## config.mk

```make
export PLATFORM = sky130hd
export DESIGN_NAME = kf_bank_loader
export DESIGN_NICKNAME = d
export VERILOG_FILES = /design/src/rtl/kf_bank_loader.sv
export SDC_FILE = /design/constraint.sdc
export NUM_CORES = 1
export LEC_CHECK = 0
export ABC_AREA = 1
export BUFFER_PORTS_ARGS = -buffer_cell sky130_fd_sc_hd__buf_2
export CAP_MARGIN = 20
export CORE_MARGIN = 3
export CORE_UTILIZATION = 48
export DETAILED_ROUTE_END_ITERATION = 10
export PLACE_DENSITY = 0.86
export SKIP_LAST_GASP = 1
export SYNTH_ARGS = -nofsm -noshare
export SYNTH_HDL_FRONTEND = slang
export SYNTH_SLANG_ARGS = --single-unit
```

## constraint.sdc

```tcl
create_clock -name clk -period 3.45 [get_ports clk]
set_input_delay 0.5175 -clock clk [delete_from_list [all_inputs] [get_ports clk]]
set_output_delay 0.5175 -clock clk [all_outputs]
set_load 0.02 [all_outputs]
```

## src/rtl/kf_bank_loader.sv

```systemverilog
// kf_bank_loader: streams host words into the Data Bank write port and reads bank words back out over valid/ready.
// Optional KF_LOADER_CHECKSUM_EN adds csum, a mod-2**W sum of every word handshaken in the current burst.
module kf_bank_loader #(
    parameter int W     = 24,
    parameter int NR    = 32,
    parameter int ADDRW = 5
) (
    input  logic             clk,
    input  logic             rst_n,
    input  logic             start_ld,
    input  logic             start_rd,
    input  logic [ADDRW-1:0] base,
    input  logic [ADDRW:0]   len,
    input  logic             in_valid,
    output logic             in_ready,
    input  logic [W-1:0]     in_data,
    output logic             out_valid,
    input  logic             out_ready,
    output logic [W-1:0]     out_data,
    output logic             busy,
    output logic             done,
    output logic             write,
    output logic [ADDRW-1:0] dira,
    output logic [W-1:0]     data,
    output logic [ADDRW-1:0] dirb,
`ifdef KF_LOADER_CHECKSUM_EN
    output logic [W-1:0]     csum,
`endif
    input  logic [W-1:0]     B
);
    typedef enum logic [2:0] {IDLE, LOAD, READ, DRAIN, DONE} state_t;

    state_t           r_state;
    logic [ADDRW-1:0] r_addr;
    logic [ADDRW-1:0] r_dirb;
    logic [ADDRW:0]   r_rem;
    logic [W-1:0]     r_out_data;
    logic             r_out_valid;
    logic             w_start;
    logic             w_ld_hs;
    logic             w_rd_cap;
    logic             w_last;
    logic [ADDRW-1:0] w_addr_nx;
    logic [ADDRW-1:0] w_dirb;

    assign w_start   = r_state == IDLE && (start_ld || start_rd);
    assign w_ld_hs   = r_state == LOAD && in_valid;
    assign w_rd_cap  = r_state == READ && (!r_out_valid || out_ready);
    assign w_last    = r_rem == (ADDRW+1)'(1);
    assign w_addr_nx = (r_addr == ADDRW'(NR - 1)) ? '0 : r_addr + 1'b1;
    // Port B address follows the burst pointer in READ and freezes on the last word read otherwise.
    assign w_dirb    = r_state == READ ? r_addr : r_dirb;

    assign in_ready  = r_state == LOAD;
    assign write     = w_ld_hs;
    assign dira      = r_addr;
    assign data      = r_state == LOAD ? in_data : '0;
    assign dirb      = w_dirb;
    assign out_valid = r_out_valid;
    assign out_data  = r_out_data;
    assign busy      = r_state != IDLE;
    assign done      = r_state == DONE;

    always_ff @(posedge clk or negedge rst_n) begin
        if (!rst_n) begin
            r_state     <= IDLE;
            r_addr      <= '0;
            r_rem       <= '0;
            r_dirb      <= '0;
            r_out_data  <= '0;
            r_out_valid <= 1'b0;
        end else begin
            r_dirb <= w_dirb;
            case (r_state)
                IDLE: if (w_start) begin
                    r_addr  <= base;
                    r_rem   <= len;
                    r_state <= len == '0 ? DONE : start_ld ? LOAD : READ;
                end
                LOAD: if (w_ld_hs) begin
                    r_addr  <= w_addr_nx;
                    r_rem   <= r_rem - 1'b1;
                    r_state <= w_last ? DONE : LOAD;
                end
                READ: if (w_rd_cap) begin
                    r_out_data  <= B;
                    r_out_valid <= 1'b1;
                    r_addr      <= w_addr_nx;
                    r_rem       <= r_rem - 1'b1;
                    r_state     <= w_last ? DRAIN : READ;
                end
                DRAIN: if (out_ready) begin
                    r_out_valid <= 1'b0;
                    r_state     <= DONE;
                end
                DONE:    r_state <= IDLE;
                default: r_state <= IDLE;
            endcase
        end
    end

`ifdef KF_LOADER_CHECKSUM_EN
    logic [W-1:0] r_csum;

    assign csum = r_csum;

    always_ff @(posedge clk or negedge rst_n) begin
        if (!rst_n)
            r_csum <= '0;
        else if (w_start)
            r_csum <= '0;
        else if (w_ld_hs)
            r_csum <= r_csum + in_data;
        else if (w_rd_cap)
            r_csum <= r_csum + B;
    end
`endif
endmodule

```

==> Word level (Yosys, flattened, before mapping) <==
Index checks and enable logic that the tools add are counted.
W data, S select, Z words.
{ "word_totals": {"inputBits": 65, "register_bits": 44, "out_inout_bits": 63} }
{ "op_classes": {"n_reduce_logical": 15, "add_sub_neg": 2, "eq_ne": 10, "muxes": 23} }
{ "ops": {"columns": ["cell", "n"], "rows": [
  ["$mux W5", 5],
  ["$mux W24", 1],
  ["$mux W3", 6],
  ["$mux W6", 3],
  ["$pmux W6 S3", 1],
  ["$pmux W5 S3", 1],
  ["$pmux W3 S4", 1],
  ["$reduce_and A4 Y1", 2],
  ["$eq A3 B2 Y1 const B", 2],
  ["$eq A6 B1 Y1 const B", 1],
  ["$logic_not A6 Y1", 1],
  ["$ne A2 B2 Y1 const B", 3],
  ["$reduce_bool A3 Y1", 2],
  ["$sub A6 B1 Y6 const B", 1],
  ["$add A5 B1 Y5 const B", 1],
  ["$eq A5 B5 Y1 const B", 1],
  ["$eq A3 B1 Y1 const B", 1],
  ["$eq A3 B3 Y1 const B", 1],
  ["$logic_and A1 B1 Y1", 3],
  ["$logic_not A3 Y1", 1],
  ["$mux W1", 3],
  ["$reduce_and A3 Y1", 1],
  ["$logic_or A1 B1 Y1", 2],
  ["$mux W2", 1],
  ["5 further kinds", 5]
]} }

==> Logic depth before layout (Yosys ltp) <==
{ "depth": {"word_depth": 5, "ltp_mapped": 10, "mapped_depth_nobuf": 10} }

==> Worst setup path after synthesis <==
OpenSTA, ideal clock, no wires.
{ "synth_path": {"kind": "flip-flop to output port", "startpoint": "reg r_state[0]", "endpoint": "out dirb[0]", "arrival_time_ns": 1.427, "setup_slack_ns": 1.506, "path_stages_with_launch": 5, "required_ns": 2.932, "cell_sequence": "dfrtp_1 > buf_2 > nand3b_4 > clkbuf_1 > o21ai_0"} }
{ "synth_between": {"elab_chain_len": 2} }
{ "synth_lines": {"columns": ["item", "line_no", "text"], "rows": [
  ["from (decl)", "33", "state_t r_state;"],
  ["from (signal assigned)", "78", "r_state <= len == '0 ? DONE : start_ld ? LOAD : READ;"],
  ["from (signal assigned)", "83", "r_state <= w_last ? DONE : LOAD;"],
  ["from (signal assigned)", "90", "r_state <= w_last ? DRAIN : READ;"],
  ["$eq A3 B2 Y1", "52", "assign w_dirb = r_state == READ ? r_addr : r_dirb;"],
  ["$mux W5", "52", null],
  ["to (decl)", "25", "output logic [ADDRW-1:0] dirb,"]
]} }
Every way passes these cells.

==> Worst setup path after layout <==
{ "layout_path": {"startpoint": "reg r_state[1]", "endpoint": "out write"} }
{ "layout_between": {"elab_chain_len": 2} }
{ "layout_lines": {"columns": ["item", "line_no", "text"], "rows": [
  ["$eq A3 B1 Y1", "47", "assign w_ld_hs = r_state == LOAD && in_valid;"],
  ["$logic_and A1 B1 Y1", "47", null],
  ["to (decl)", "22", "output logic write,"]
]} }
Every way passes these cells.

==> flow_metrics.tcl <==
set metrics [dict create \
    ant_nets 0 \
    synth.most_common_cell "nand2_1" \
    fp.dieH_um 76.6 \
    avgRoutedWirePerCell_um 11.0 \
    seq_area_um2 1100 \
    dieArea_um2 5870 \
    yosys_warnings 0 \
    ys_seq_area_share_pct 46.0 \
    p_leak_nw 2.03 \
    critPathCaptureType "output port" \
    synth.cell_area_um2 2390 \
    worstSetupStartpointType "register" \
    tightest_slew_ps 968 \
    fin_nets 536 \
    drv_slew 0 \
    clock-sinks 44 \
    cts_tree "done" \
    drt_iter0_drc 98 \
    slowest_delay_ps 450 \
    firstDrtPassIters 4 \
    clk_pin_slew_ps 80 \
    slowest_stage "dfrtp_1" \
    route.detailed.drc 0 \
    crit_type "reg -> out" \
    vias 2474 \
    n_antenna_cell 0 \
    fmax_mhz 458 \
    core_um2 4750 \
    overflow 0 \
    fin_tns_setup_ps 0 \
    gp_congestion 0.770 \
    ioPinCount 128 \
    clkLatencyLatePin_ps 290 \
    fillers 404 \
    avgViaCountPerCell 4.62 \
    antenna_found_initial 0 \
    rows 25 \
    drive_gt1_share_pct 31.2 \
    cts_resized 0 \
    cts_setup_buffers 0 \
    synthArstFlopShare_pct 100 \
    ir_drop_mv 0.381 \
    rsz0062_at_grt "no" \
    grt_pass1_wl_um 10600 \
    start_util_pct 50.3 \
    synth-seq-cells 44 \
    slew_headroom_pct 35.5 \
    syn-num-nets 412 \
    synth_cell_types 22 \
    yosys-top-cells-count "nand2_1, inv_1, dfrtp_1" \
    area_delta_synth_final_pct 32.4 \
    dp_cells 527 \
    synth_top_cell_by_area "dfrtp_1" \
    clockBufferDepth 2 \
    grt_start_max_net_pins 45 \
    avgSynthCellArea_um2 6.97 \
    netlist_instances 343 \
    outcome "finished, final reports clean" \
    worstPathCellList "nor2_2 > nand2_2 > nor2_1 > buf_2" \
    die_w_um 76.6 \
    synth_edf_count 0 \
    synth_top_area_share_pct 46.0 \
    fin_util_pct 66.6 \
    multi_input_area_um2 1040 \
    fin_cells 535 \
    htreeDepth 2 \
    finalWirelength_um 5870 \
    yosys-top-cells-area "dfrtp_1, nand2_1, inv_1" \
    port_buffers 127 \
    setup_viol 0 \
    ys.flop_type "dfrtp_1" \
    grt_usage_pct 21.8 \
    arrival_ps 1670 \
    hold_buffers 0 \
    path_max_fanout 28 \
    power_density_nw_per_um2 993 \
    finalCriticalPeriod_ps 2180 \
    cap_violations 0 \
    finClkSkew_ps 5.60 \
    min_path_type "in -> async" \
    finalCritPeriodShare_pct 63.3 \
    hpwlAfterDp_um 4460 \
    grt_pass1_vias 2512 \
    cp.required_ps 2930 \
    hold_viol_final 0 \
    numCtsBuffers 5 \
    root_buffer "clkbuf_8" \
]
## critical path, delay by kind of cell (launching register included)
| kind | cells | cell delay [ps] |
|---|---|---|
| and+or+nand+nor | 3 | 730 |
| DFF | 1 | 450 |
| buffers and inverters | 1 | 180 |
## layout make-up
class / count / share of cell area, %
inverters: 52 / 6.16
multi-input cells: 237 / 33.0
repair buffers: 127 / 20.1
well taps: 67 / 2.65
flip-flops and latches: 44 / 34.8
clock buffers: 6 / 2.29
clock inverters: 2 / 1.11
## power by group
part	internal (mW)	total (mW)	switching, mW
registers	0.762	0.926	0.164
clock network	0.215	0.384	0.170
logic	0.580	1.83	1.25
## sequential cells by signal, summed over array words and instances (netlist names)
signal and flops:
out_valid 1, dira 5, out_data 24, r_dirb 5, r_rem 6, r_state 3
## cell usage in the layout, fill, tap and decap left out, types with 4 or more instances in the layout
cell type / instances
nand2_1: 147
buf_2: 127
inv_1: 49
dfrtp_1: 44
nor2_1: 37
nand3_1: 16
o21ai_0: 9
o21ai_1: 7
clkbuf_8: 5
ha_1: 4
## final timing paths
| path | startpoint | endpoint | cells after the start | slack, ps |
|---|---|---|---|---|
| hold reg to reg | out_data[11] | out_data[11] | 2 | 470 |
| min in group clk | B[3] | out_data[3] | 3 | 420 |
| hold / removal | rst_n | dira[0] | 1 | 370 |
| setup / recovery | r_state[1] | write | 4 | 1270 |
| max in group asynchronous | rst_n | out_data[2] | 1 | 2480 |
| setup reg to reg | r_state[0] | dira[2] | 7 | 1470 |
## through the flow
step	setup WS (ps)	power, mW	instance area (um2)	hold WS [ps]
after floorplan	1510	2.25	2390	222
after global placement	1500	2.72	3060	453
after detailed placement	1430	2.78	3060	453
after CTS	1240	3.17	3170	403
after global routing	1070	3.44	3170	417
final	1270	3.14	3170	373
## kinds of logic after synthesis
group,Yosys count,share of synthesized area [%]
buffers and inverters,62,10.4
AND/OR/NAND/NOR,214,37.1
AO/OA/AOI/OAI,17,3.66
XOR/XNOR,2,0.732
flip-flops,44,46.0
adder cells (fa/ha/maj),4,2.09
## routing by layer
| metal | wire length [um] | part of all wire, % | global-route usage (%) |
|---|---|---|---|
| met3 | 466 | 7.9 | 5.44 |
| met1 | 2530 | 43 | 26.4 |
| met2 | 2830 | 48 | 39.1 |
| met5 | 0 | 0 | 0 |
| met4 | 49 | 0.84 | 4.71 |
(Power assumes the default switching activity.)
